`config.mk`:
```
export PLATFORM = sky130hd
export DESIGN_NAME = mac_accum_flat
export DESIGN_NICKNAME = d
export VERILOG_FILES = /design/src/rtl/mac_accum_if.sv /design/src/rtl/mac_accum.sv /design/src/flat_wrapper.sv
export SDC_FILE = /design/constraint.sdc
export NUM_CORES = 1
export LEC_CHECK = 0
export ABC_AREA = 1
export BUFFER_PORTS_ARGS = -buffer_cell sky130_fd_sc_hd__buf_2
export CAP_MARGIN = 20
export CORE_UTILIZATION = 48
export CTS_CLUSTER_DIAMETER = 120
export CTS_CLUSTER_SIZE = 10
export DETAILED_ROUTE_END_ITERATION = 6
export PLACE_DENSITY = 0.68
export SETUP_SLACK_MARGIN = 0.15
export SYNTH_ARGS = -nofsm -noshare
export SYNTH_HDL_FRONTEND = slang
export SYNTH_SLANG_ARGS = --single-unit
```
`constraint.sdc`:
```
create_clock -name clk -period 6.4 [get_ports clk]
set_clock_uncertainty 0.05 [all_clocks]
set_input_delay 1.28 -clock clk [delete_from_list [all_inputs] [get_ports clk]]
set_output_delay 1.28 -clock clk [all_outputs]
set_load 0.01 [all_outputs]
```
`src/rtl/mac_accum_if.sv`:
```
// Handshake bundle between the MAC stream source, the accumulator and the
// result consumer. The accumulator side uses the slave modport.
interface mac_accum_if #(
    parameter int DATA_WIDTH = 16,
    parameter int ACC_WIDTH  = 32
);
    // beat stream from the MAC
    logic                  in_valid;
    logic                  in_ready;
    logic [ACC_WIDTH-1:0]  in_data;
    logic                  in_last;
    logic [DATA_WIDTH-1:0] bias;
    // result stream to the consumer
    logic                  out_valid;
    logic                  out_ready;
    logic [DATA_WIDTH-1:0] out_data;
    logic                  out_sat;
    logic                  out_err;

    modport master (
        output in_valid, in_data, in_last, bias, out_ready,
        input  in_ready, out_valid, out_data, out_sat, out_err
    );

    modport slave (
        input  in_valid, in_data, in_last, bias, out_ready,
        output in_ready, out_valid, out_data, out_sat, out_err
    );
endinterface

```
`src/rtl/mac_accum.sv`:
```
// Saturating vector accumulator behind the 4-lane MAC. It sums a
// variable-length stream of Q2.14 partial sums and adds a per-vector bias.
// One clipped DATA_WIDTH result per vector is presented over valid/ready.
// The beat that consumes a held result may open the next vector, so
// back-to-back vectors run without a bubble.
module mac_accum #(
    parameter int DATA_WIDTH = 16,
    parameter int ACC_WIDTH  = 32,
    parameter int MAX_BEATS  = 16
) (
    input  logic        clk,
    input  logic        rst_n,
    mac_accum_if.slave  io
);
    localparam int CNT_W = $clog2(MAX_BEATS + 1);
    localparam logic [CNT_W-1:0] MAX_CNT = CNT_W'(MAX_BEATS);

    localparam logic [ACC_WIDTH-1:0]  ACC_MAX = {1'b0, {(ACC_WIDTH-1){1'b1}}};
    localparam logic [ACC_WIDTH-1:0]  ACC_MIN = {1'b1, {(ACC_WIDTH-1){1'b0}}};
    localparam logic [DATA_WIDTH-1:0] OUT_MAX = {1'b0, {(DATA_WIDTH-1){1'b1}}};
    localparam logic [DATA_WIDTH-1:0] OUT_MIN = {1'b1, {(DATA_WIDTH-1){1'b0}}};

    typedef enum logic [1:0] {
        IDLE  = 2'd0,
        ACCUM = 2'd1,
        HOLD  = 2'd2
    } state_t;

    state_t                state_q, state_d;
    logic [ACC_WIDTH-1:0]  acc_q, acc_d;
    logic [CNT_W-1:0]      beat_cnt_q, beat_cnt_d;
    logic                  sat_flag_q, sat_flag_d;
    logic [DATA_WIDTH-1:0] out_data_q, out_data_d;
    logic                  out_sat_q, out_sat_d;
    logic                  out_err_q, out_err_d;

    // datapath intermediates
    logic                  in_ready;
    logic                  accept;
    logic                  first_beat;
    logic [ACC_WIDTH-1:0]  acc_base;
    logic [ACC_WIDTH:0]    acc_sum;
    logic                  acc_clip;
    logic [ACC_WIDTH-1:0]  acc_new;
    logic [CNT_W-1:0]      cnt_new;
    logic                  sat_new;
    logic                  terminal;
    logic                  out_clip;
    logic [DATA_WIDTH-1:0] out_new;
    logic [ACC_WIDTH-DATA_WIDTH:0] acc_top;

    // Saturating add of the incoming beat onto either the bias (new vector)
    // or the running accumulator, plus the narrowing clip to DATA_WIDTH.
    always_comb begin
        // The only stall is a held result the consumer is not taking.
        in_ready   = !(state_q == HOLD && !io.out_ready);
        accept     = io.in_valid && in_ready;
        // Outside ACCUM there is no open vector, so a beat starts one.
        first_beat = (state_q != ACCUM);

        acc_base = first_beat
                 ? {{(ACC_WIDTH-DATA_WIDTH){io.bias[DATA_WIDTH-1]}}, io.bias}
                 : acc_q;
        // One guard bit: overflow shows up as the two top bits disagreeing.
        acc_sum  = {acc_base[ACC_WIDTH-1], acc_base}
                 + {io.in_data[ACC_WIDTH-1], io.in_data};
        acc_clip = acc_sum[ACC_WIDTH] ^ acc_sum[ACC_WIDTH-1];
        if (acc_clip)
            acc_new = acc_sum[ACC_WIDTH] ? ACC_MIN : ACC_MAX;
        else
            acc_new = acc_sum[ACC_WIDTH-1:0];

        cnt_new  = (first_beat ? '0 : beat_cnt_q) + 1'b1;
        sat_new  = (first_beat ? 1'b0 : sat_flag_q) | acc_clip;
        terminal = io.in_last || (cnt_new == MAX_CNT);

        // Value fits DATA_WIDTH only if every bit above the output sign bit
        // replicates it.
        acc_top  = acc_new[ACC_WIDTH-1:DATA_WIDTH-1];
        out_clip = !((&acc_top) || !(|acc_top));
        if (out_clip)
            out_new = acc_new[ACC_WIDTH-1] ? OUT_MIN : OUT_MAX;
        else
            out_new = acc_new[DATA_WIDTH-1:0];
    end

    // Next-state logic: beats advance the vector, a terminal beat loads the
    // result registers, a consumed result with no new beat returns to IDLE.
    always_comb begin
        state_d    = state_q;
        acc_d      = acc_q;
        beat_cnt_d = beat_cnt_q;
        sat_flag_d = sat_flag_q;
        out_data_d = out_data_q;
        out_sat_d  = out_sat_q;
        out_err_d  = out_err_q;

        if (accept) begin
            acc_d      = acc_new;
            beat_cnt_d = cnt_new;
            sat_flag_d = sat_new;
            if (terminal) begin
                state_d    = HOLD;
                out_data_d = out_new;
                out_sat_d  = sat_new | out_clip;
                out_err_d  = !io.in_last;
            end else begin
                state_d    = ACCUM;
            end
        end else if (state_q == HOLD && io.out_ready) begin
            state_d = IDLE;
        end
    end

    // State and result registers; reset discards any partial vector.
    always_ff @(posedge clk or negedge rst_n) begin
        if (!rst_n) begin
            state_q    <= IDLE;
            acc_q      <= '0;
            beat_cnt_q <= '0;
            sat_flag_q <= 1'b0;
            out_data_q <= '0;
            out_sat_q  <= 1'b0;
            out_err_q  <= 1'b0;
        end else begin
            state_q    <= state_d;
            acc_q      <= acc_d;
            beat_cnt_q <= beat_cnt_d;
            sat_flag_q <= sat_flag_d;
            out_data_q <= out_data_d;
            out_sat_q  <= out_sat_d;
            out_err_q  <= out_err_d;
        end
    end

    // A result is on offer exactly while the FSM sits in HOLD.
    always_comb begin
        io.in_ready  = in_ready;
        io.out_valid = (state_q == HOLD);
        io.out_data  = out_data_q;
        io.out_sat   = out_sat_q;
        io.out_err   = out_err_q;
    end
endmodule

```
`src/flat_wrapper.sv`:
```
// flat-port wrapper written by rule: the top's interface ports become plain ports
module mac_accum_flat 
#(
    parameter int DATA_WIDTH = 16,
    parameter int ACC_WIDTH  = 32,
    parameter int MAX_BEATS  = 16
)
  (clk, rst_n, io_in_valid, io_in_data, io_in_last, io_bias, io_out_ready, io_in_ready, io_out_valid, io_out_data, io_out_sat, io_out_err);
  mac_accum_if #(.DATA_WIDTH(DATA_WIDTH), .ACC_WIDTH(ACC_WIDTH)) io_i ();
  input  logic clk;
  input  logic rst_n;
  input wire logic [$bits(io_i.in_valid)-1:0] io_in_valid;
  input wire logic [$bits(io_i.in_data)-1:0] io_in_data;
  input wire logic [$bits(io_i.in_last)-1:0] io_in_last;
  input wire logic [$bits(io_i.bias)-1:0] io_bias;
  input wire logic [$bits(io_i.out_ready)-1:0] io_out_ready;
  output wire logic [$bits(io_i.in_ready)-1:0] io_in_ready;
  output wire logic [$bits(io_i.out_valid)-1:0] io_out_valid;
  output wire logic [$bits(io_i.out_data)-1:0] io_out_data;
  output wire logic [$bits(io_i.out_sat)-1:0] io_out_sat;
  output wire logic [$bits(io_i.out_err)-1:0] io_out_err;
  assign io_i.in_valid = io_in_valid;
  assign io_i.in_data = io_in_data;
  assign io_i.in_last = io_in_last;
  assign io_i.bias = io_bias;
  assign io_i.out_ready = io_out_ready;
  assign io_in_ready = io_i.in_ready;
  assign io_out_valid = io_i.out_valid;
  assign io_out_data = io_i.out_data;
  assign io_out_sat = io_i.out_sat;
  assign io_out_err = io_i.out_err;
  mac_accum #(.DATA_WIDTH(DATA_WIDTH), .ACC_WIDTH(ACC_WIDTH), .MAX_BEATS(MAX_BEATS)) u_core (.clk(clk), .rst_n(rst_n), .io(io_i));
endmodule
```
**Yosys cells after proc, flatten, opt, wreduce, memory -nomap -nowiden**

Index checks and enable logic that the tools add are counted.

- Register bits after elaboration: 58
- Output and inout bits: 20

- Add/sub/neg operators: 2
- Equality and inequality tests: 3
- Mux-type cells: 10
- Bitwise gates (word level): 3
- Reduce and logical (&&, ||, !) cells: 14

Operators with widths:

| operator | count |
|---|---|
| $mux 32 | 3 |
| $add 32x32->33 | 1 |
| $mux 16 | 2 |
| $reduce_and 17->1 | 1 |
| $reduce_or 17->1 | 1 |
| $mux 2 | 3 |
| $add 5x1->5 const B | 1 |
| $eq 5x5->1 const B | 1 |
| $logic_not 1->1 | 5 |
| $mux 5 | 1 |
| $logic_and 1x1->1 | 3 |
| $eq 2x2->1 const B | 1 |
| $logic_or 1x1->1 | 2 |
| $ne 2x1->1 const B | 1 |
| $or 1x1->1 | 2 |
| $reduce_and 2->1 | 1 |
| $reduce_bool 2->1 | 1 |
| $mux 1 | 1 |
| $xor 1x1->1 | 1 |

**Longest topological paths before layout**

Gate-level depths: netlist (run 1).

- Depth after elaboration: 10
- Depth in mapped cells: 33

**Least setup slack after synthesis (run 1)**

OpenSTA, ideal clock, no wires.

- Path type: input port to flip-flop
- Start point: in io_bias[15]
- End point: reg u_core.out_data_q[10], in the netlist u_core.io.out_data[10]
- Library setup time: 73 ps
- Arrival: 5,124 ps
- Required time: 6,277 ps
- Setup slack: 1,153 ps
- Cell stages on the path: 29
- Buffers on the path: 4
- Path through: or2_2 > clkbuf_1 > clkbuf_1 > o21ai_0 > inv_1 > ha_1 > a21oi_1 > nand2_1 > nand2_1 > nand3_1 > a21oi_1 > nand2_1 > nand2_1 > a21oi_1 > or2_2 > xor2_1 > inv_1 > ha_1 > inv_1 > clkbuf_1 > nand3_1 > o21ai_0 > nand3_1 > nor2_1 > nand2_1 > nand2_4 > buf_12 > nand2_2 > a21oi_2

- Word-level cells in the longest chain between the ends: 8

RTL lines:

| what | line | RTL |
|---|---|---|
| start, declared | flat_wrapper.sv:15 | `input wire logic [$bits(io_i.bias)-1:0] io_bias;` |
| $mux 32 (*) | mac_accum.sv:62 | `? {{(ACC_WIDTH-DATA_WIDTH){io.bias[DATA_WIDTH-1]}}, io.bias}` |
| $add 32x32->33 (*) | mac_accum.sv:66 | `+ {io.in_data[ACC_WIDTH-1], io.in_data};` |
| $mux 32 or $xor 1x1->1 (tied branches) | mac_accum.sv:69, mac_accum.sv:67 |  |
| $mux 32 (*) | mac_accum.sv:68 | `if (acc_clip)` |
| $reduce_or 17->1 | mac_accum.sv:80 | `out_clip = !((&acc_top) \|\| !(\|acc_top));` |
| $logic_not 1->1 | mac_accum.sv:80 |  |
| $logic_or 1x1->1 | mac_accum.sv:80 |  |
| $mux 16 (*) | mac_accum.sv:81 | `if (out_clip)` |
| end signal, assigned | mac_accum.sv:130 | `out_data_q <= out_data_d;` |
| end, declared | mac_accum.sv:33 | `logic [DATA_WIDTH-1:0] out_data_q, out_data_d;` |

Every way passes the cells marked *; elsewhere a longest branch is shown, timed or not.
A chain may end at the register's enable or synchronous reset.

**Worst setup path in the final report (run 1)**

- Start point: in io_bias[15]
- End point: reg u_core.out_sat_q, in the netlist u_core.io.out_sat

- Word-level cells in the longest chain between the ends: 9

RTL lines:

| what | line | RTL |
|---|---|---|
| $mux 32 (*) | mac_accum.sv:62 |  |
| $add 32x32->33 (*) | mac_accum.sv:66 |  |
| $mux 32 or $xor 1x1->1 (tied branches) | mac_accum.sv:69, mac_accum.sv:67 |  |
| $mux 32 | mac_accum.sv:68 |  |
| $reduce_or 17->1 | mac_accum.sv:80 |  |
| $logic_not 1->1 | mac_accum.sv:80 |  |
| $logic_or 1x1->1 | mac_accum.sv:80 |  |
| $logic_not 1->1 | mac_accum.sv:80 |  |
| $or 1x1->1 (*) | mac_accum.sv:105 | `out_sat_d = sat_new \| out_clip;` |
| end signal, assigned | mac_accum.sv:131 | `out_sat_q <= out_sat_d;` |
| end, declared | mac_accum.sv:34 | `logic out_sat_q, out_sat_d;` |

Marks and branches as above.

==> results.toml, run 1 <==
[timing]
drv_slew = 0
hold_violations = 0
fmax_mhz = 180.6
finalCritPeriodShare = 0.8653
rsz0062_at_grt = "false"
worstMarginPinSlew_ns = 0.7242
hold_slack_ns = 0.4317
fin_crit_ns = 5.538
slew_headroom = 0.5172
layout_setup_ws_ns = 0.8618
setup_viol = 0
setup_tns_ns = 0

[cts]
cts_num_sinks = 58
hold_buffers = 0
cts.path.max_buffers = 2
root_buffer = "clkbuf_16"
ctsResizeCount = 0
cts_htree_levels = 3
cts_tree = "built"
cts_setup_buffers = 0
cts_buffers = 9
insertion_delay_ns = 0.32
clk_pin_slew_worst_paths_ns = 0.05

[setup_path]
endpoint_kind = "flop"
r2r-end = "u_core.io.out_sat"
slowest_stage = "or2_2"
critPathKind = "input port to flop"
endpoint = "u_core.io.out_sat"
startpoint = "io_bias[15]"
rr_startpoint = "u_core.state_q[1]"
crit_fanout = 17
rr_worst_depth = 29
worstPathRequired_ns = 6.56
rrSetupSlack_ns = 0.95
crit_path_frequent_cell = "nand2_1"
cp.arrival_ns = 5.69
crit_path_max_incr_delay_ns = 0.42
start_kind = "input port"

[grt]
overflow = 0
grt_pass1_vias = 5210
antenna_found_initial = 0
grt_pass1_wl_um = 24960
grt_usage = 0.2741
grt_start_max_net_pins = 63

[floorplan]
io_pins = 73
start_util = 0.4913
die-height_um = 109.9
die_x_um = 109.9
core_um2 = 11370
rows = 39
die_area_um2 = 12070

[placement]
dpl.hpwl_um = 12590
gp_congestion = 0.9640
place_inst = 1127
pre_cts_ws_ns = 0.6044
io_buffers = 72

[power]
p_leak_nw = 3.587
vdd_drop_max_mv = 0.2829
power_density_nw_per_um2 = 479.4

[drt]
firstDrtPassIters = 5
wl_per_cell_um = 13.85
vias_per_cell = 5.071
antenna_left = 0
num_vias = 5791
first_iter_violations = 343
routed_wl_um = 15810
drcViolationCount = 0

[layout]
syn2layout_area_growth_pct = 13.08
nNetsFinal = 1085
drive_gt1_frac = 0.1401
diodes = 0
layout_commonest_cell = "nand2_1"
final_cell_mix = "nand2_1 (325), inv_1 (149), nor2_1 (102), buf_2 (72), dfrtp_1 (58)"
instances_no_fill = 1142

[synthesis]
syn_avg_cell_area_um2 = 5.986
synth_nets = 1023
netlist_instances = 933
ys_seq_area_frac = 0.2599
ys_types = 33
ys_ff_latch = 58
syn_area_um2 = 5585
synth-warning-count = 0

[worst_hold_path]
min_path_cells = 2
hp-class = "flop to flop"

[status]
status = "finished, final reports clean"

[job]
maxCapViolations = 0
synthesized netlist by cell type:
cell type,count,area [µm²]
nor2_4,2,22.52
nand3_2,1,10.01
nor3_1,4,20.02
clkbuf_1,22,82.58
nand2_1,325,1220
a21oi_1,34,170.2
nand2_4,1,11.26
a21oi_2,11,96.34
inv_1,150,563.0
xor2_1,2,17.52
o21ai_1,3,15.01
nand2_2,18,112.6
ha_1,36,450.4
dfrtp_1,58,1451
or2_2,2,12.51
nand3_1,57,285.3
a21o_1,1,7.510
nor2_2,3,18.77
nor2_1,102,382.9
o21ai_0,42,210.2
buf_4,1,7.510
inv_2,8,30.03
buf_12,1,20.02
buf_6,2,22.52
fa_1,1,20.02
nand4_1,6,37.54
nor3_2,2,20.02
o311ai_0,1,8.760
nand3b_1,4,30.03
nand3_4,1,17.52
a31oi_1,30,187.7
o21bai_1,1,7.510
a21oi_4,1,16.27
logic make-up (layout without fill, tap and decap cells):
family | count (synthesis) | in the layout | share of synthesized area
simple gates | 528 | 528 | 0.3940
xor+xnor | 2 | 2 | 0.003137
flops | 58 | 58 | 0.2599
compound gates | 124 | 124 | 0.1288
fa+ha+maj | 37 | 37 | 0.08423
buf+inv | 184 | 250 | 0.1299
worst min-delay path by stage:
stage,endpoint,start
2_1_floorplan,u_core.acc_q[31],u_core.acc_q[31]
3_3_place_gp,u_core.io.out_err,u_core.io.out_err
3_5_place_dp,u_core.io.out_sat,u_core.io.out_sat
4_1_cts,u_core.io.out_sat,u_core.io.out_sat
5_1_grt,u_core.beat_cnt_q[0],u_core.beat_cnt_q[0]
6_report,u_core.beat_cnt_q[0],u_core.beat_cnt_q[0]
cell type report:
cell class | count | area [µm²]
clock buffers | 12 | 246.5
clock inverters | 3 | 40.04
fillers | 1196 | 5054
inverters | 158 | 593.1
multi-input cells | 691 | 3408
flip-flops and latches | 58 | 1451
well taps | 143 | 178.9
repair buffers | 77 | 397.9
worst max-delay path, delay by kind of cell:
kind | cells | cell delay, ns
AO/OA/AOI/OAI | 5 | 0.88
XOR/XNOR | 1 | 0.19
adder cells (fa/ha/maj) | 2 | 0.62
buffers and inverters | 4 | 0.64
AND/OR/NAND/NOR | 15 | 2.07
registers in the layout (all words and copies together) (netlist names):
register,flops
u_core.state_q,2
u_core.acc_q,32
u_core.io.out_data,16
u_core.beat_cnt_q,5
u_core.io.out_sat,1
u_core.sat_flag_q,1
u_core.io.out_err,1
metal layers:
layer	global-route usage	up-vias	routed length [µm]
li1	-	3046	-
met1	0.3537	2564	7137
met2	0.4719	155	7477
met3	0.03972	26	807
met4	0.08095	0	389
met5	0	-	0
where the power goes:
group | internal [mW] | leakage, nW | switching (mW)
clock | 0.308 | 0.142 | 0.157
sequential | 0.527 | 0.652 | 0.0847
combinational | 0.637 | 2.79 | 1.31
total | 1.47 | 3.59 | 1.56
stage by stage:
stage | utilization | instance area, µm² | total power [mW]
floorplan | - | 5585 | 2.095
global placement | 0.5303 | 6030 | 2.541
detailed placement | 0.5303 | 6030 | 2.559
CTS | 0.5555 | 6316 | 3.035
global route | 0.5555 | 6316 | 3.328
finish | 0.5555 | 6316 | 3.028
No activity file was read; power rests on OpenSTA's default activity.
==> inputs of run 2 (changes only) <==
--- a/config.mk
+++ b/config.mk
@@ -5,14 +5,12 @@
 export SDC_FILE = /design/constraint.sdc
 export NUM_CORES = 1
 export LEC_CHECK = 0
-export ABC_AREA = 1
 export BUFFER_PORTS_ARGS = -buffer_cell sky130_fd_sc_hd__buf_2
 export CAP_MARGIN = 20
-export CORE_UTILIZATION = 48
+export CORE_UTILIZATION = 31
 export CTS_CLUSTER_DIAMETER = 120
 export CTS_CLUSTER_SIZE = 10
 export DETAILED_ROUTE_END_ITERATION = 6
-export PLACE_DENSITY = 0.68
 export SETUP_SLACK_MARGIN = 0.15
 export SYNTH_ARGS = -nofsm -noshare
 export SYNTH_HDL_FRONTEND = slang
==> results.toml, run 2 <==
[cts]
cts_buffers = 9
cts_tree = "built"
clk_pin_slew_worst_paths_ns = 0.06
cts_htree_levels = 3
hold_buffers = 0
cts_num_sinks = 58
insertion_delay_ns = 0.35
root_buffer = "clkbuf_16"
cts.path.max_buffers = 2

[layout]
design_area_um2 = 6157
syn2layout_area_growth_pct = 19.53
nNetsFinal = 786
layout_commonest_cell = "nand2_1"
drive_gt1_frac = 0.2240
diodes = 0
max_flop_register = "u_core.acc_q"
postLayoutCoreUtil = 0.3834
final_cell_mix = "nand2_1 (74), buf_2 (72), a21oi_1 (58), dfrtp_1 (58), o21ai_0 (48)"
largest_reg_flops = 32

[status]
status = "finished, final reports clean"

[timing]
hold_violations = 0
setup_viol = 0
rsz0062_at_grt = "false"
worstMarginPinSlew_ns = 1.024
fmax_mhz = 172.6
slew_headroom = 0.3174
fin_crit_ns = 5.793
drv_slew = 0
finalCritPeriodShare = 0.9052

[synthesis]
netlist_instances = 623
ys_seq_area_frac = 0.2818
synth_flop_cell = "dfrtp_1"
ys_ff_latch = 58
synthTopCellsByCount = "nand2_1 (74), a21oi_1 (59), dfrtp_1 (58), o21ai_0 (48), nor2_1 (38)"
syn_avg_cell_area_um2 = 8.268
yosysMostFrequentCell = "nand2_1"
synthTopCellsByArea = "dfrtp_1 (28%), ha_1 (8.7%), a21oi_1 (5.7%)"
ys_types = 74
async_flop_share = 1.000
synth-warning-count = 0
synth_top_cell_by_area = "dfrtp_1"
synth_nets = 713
synth_top_cell_area_share = 0.2818
synth_edf_count = 0
syn_area_um2 = 5151

[setup_path]
critPathKind = "flop to flop"
crit_path_max_incr_delay_ns = 0.55
rrSetupSlack_ns = 0.61
crit_fanout = 19
worstPathRequired_ns = 6.58
slowest_stage = "or4_4"
start_kind = "flop"
endpoint_kind = "flop"
crit_path_frequent_cell = "buf_4"
path_cells = "nor2b_4, buf_4, mux2_2, ha_1, a211o_1, o311ai_2, a21oi_2, o41a_1, a21o_1, a21o_1, xnor2_1, ha_1, buf_4, clkinv_1, nand2_1, o31ai_1, or4_4, nor4_4, buf_4, o21ai_0, a22o_1"
cp.arrival_ns = 5.97

[placement]
dpl.hpwl_um = 12240
placed_area_um2 = 5823
io_buffers = 72
gp_congestion = 0.8944

[drt]
first_iter_violations = 344
firstDrtPassIters = 5
routed_wl_um = 15950
antenna_left = 0
vias_per_cell = 5.496
wl_per_cell_um = 17.40
num_vias = 5040
drcViolationCount = 0

[floorplan]
io_pins = 73
core_um2 = 16060
die_x_um = 130.9
die_area_um2 = 17140
rows = 46
die-height_um = 130.9
start_util = 0.3208

[grt]
grt_pass1_vias = 4889
overflow = 0
grt_usage = 0.1961
antenna_found_initial = 0
grt_pass1_wl_um = 25570
grt_start_max_net_pins = 59

[worst_hold_path]
hp-class = "flop to flop"

[power]
p_leak_nw = 2.776
vdd_drop_max_mv = 0.2490
power_density_nw_per_um2 = 507.3

[job]
maxCapViolations = 0
[run 2: cell types whose count changed after synthesis, moves of 13 or more]
cell	before	now
a21o_1	1	27
nand3_1	57	11
inv_1	150	8
nand2_2	18	0
nand2_1	325	74
mux2_2	0	19
a22o_1	0	13
o21a_1	0	16
a21oi_1	34	59
nor2_1	102	38
a31oi_1	30	9
[run 2: cell families (layout without fill, tap and decap cells)]
kind of cell               Yosys count  count (layout)  synth area share
buffers and inverters               50             128           0.04591
AOI/OAI and AO/OA                  246             246            0.3143
xor gates and xnor gates            19              19           0.03231
adders and majority gates           37              37           0.09133
muxes                               23              23           0.05028
and+or+nand+nor                    190             190            0.1841
DFF                                 58              58            0.2818
[run 2: final timing paths]
check	from	to	cells past startpoint
min	u_core.acc_q[1]	u_core.acc_q[1]	2
min reg2reg	u_core.acc_q[1]	u_core.acc_q[1]	2
max reg2reg	u_core.state_q[0]	u_core.io.out_data[1]	21
max in group asynchronous	rst_n	u_core.acc_q[5]	2
max	u_core.state_q[0]	u_core.io.out_data[1]	21
min in group asynchronous	rst_n	u_core.beat_cnt_q[4]	2
[run 2: what timing repair did]
item	in CTS	in global routing
hold endpoints to repair	0	0
gates resized for setup	0	2
setup endpoints to repair	0	16
buffers inserted	0	0
[run 2: worst max-delay path: cells and delay by family, from the launching register on]
| family | cells | cell delay, ns |
|---|---|---|
| compound gates | 9 | 1.93 |
| xor+xnor | 1 | 0.14 |
| fa+ha+maj | 2 | 0.73 |
| buf+inv | 4 | 0.89 |
| flops | 1 | 0.39 |
| mux | 1 | 0.38 |
| simple gates | 4 | 1.14 |
[run 2: layer usage]
| layer | track usage | part of all wire |
|---|---|---|
| met4 | 0.08316 | 0.024 |
| met2 | 0.3075 | 0.45 |
| met5 | 0 | 0 |
| met3 | 0.02077 | 0.043 |
| met1 | 0.2730 | 0.49 |
[run 2: final cells by class]
cell class              count  area [µm²]
flip-flops and latches     58        1451
repair buffers            103       593.1
clock inverters             7       101.3
clock buffers               9       225.2
inverters                   9       33.78
fillers                  1658        9901
well taps                 216       270.3
multi-input cells         515        3482
[run 2: where the power goes]
group / switching [mW] / internal [mW] / leakage (nW)
logic: 1.20 / 0.767 / 1.92
clock network: 0.195 / 0.343 / 0.152
registers: 0.0878 / 0.528 / 0.704
[run 2: through the flow]
stage	setup TNS (ns)	instances	total power, mW	hold slack [ns]	worst slack [ns]
2_1_floorplan	0	623	1.956	0.3831	0.5414
3_3_place_gp	-1.128	901	2.552	0.4055	-0.1001
3_5_place_dp	-1.883	901	2.558	0.4078	-0.1507
4_1_cts	0	917	3.114	0.4274	0.2172
5_1_grt	0	917	3.359	0.4321	0.2615
6_report	0	917	3.123	0.4212	0.6070
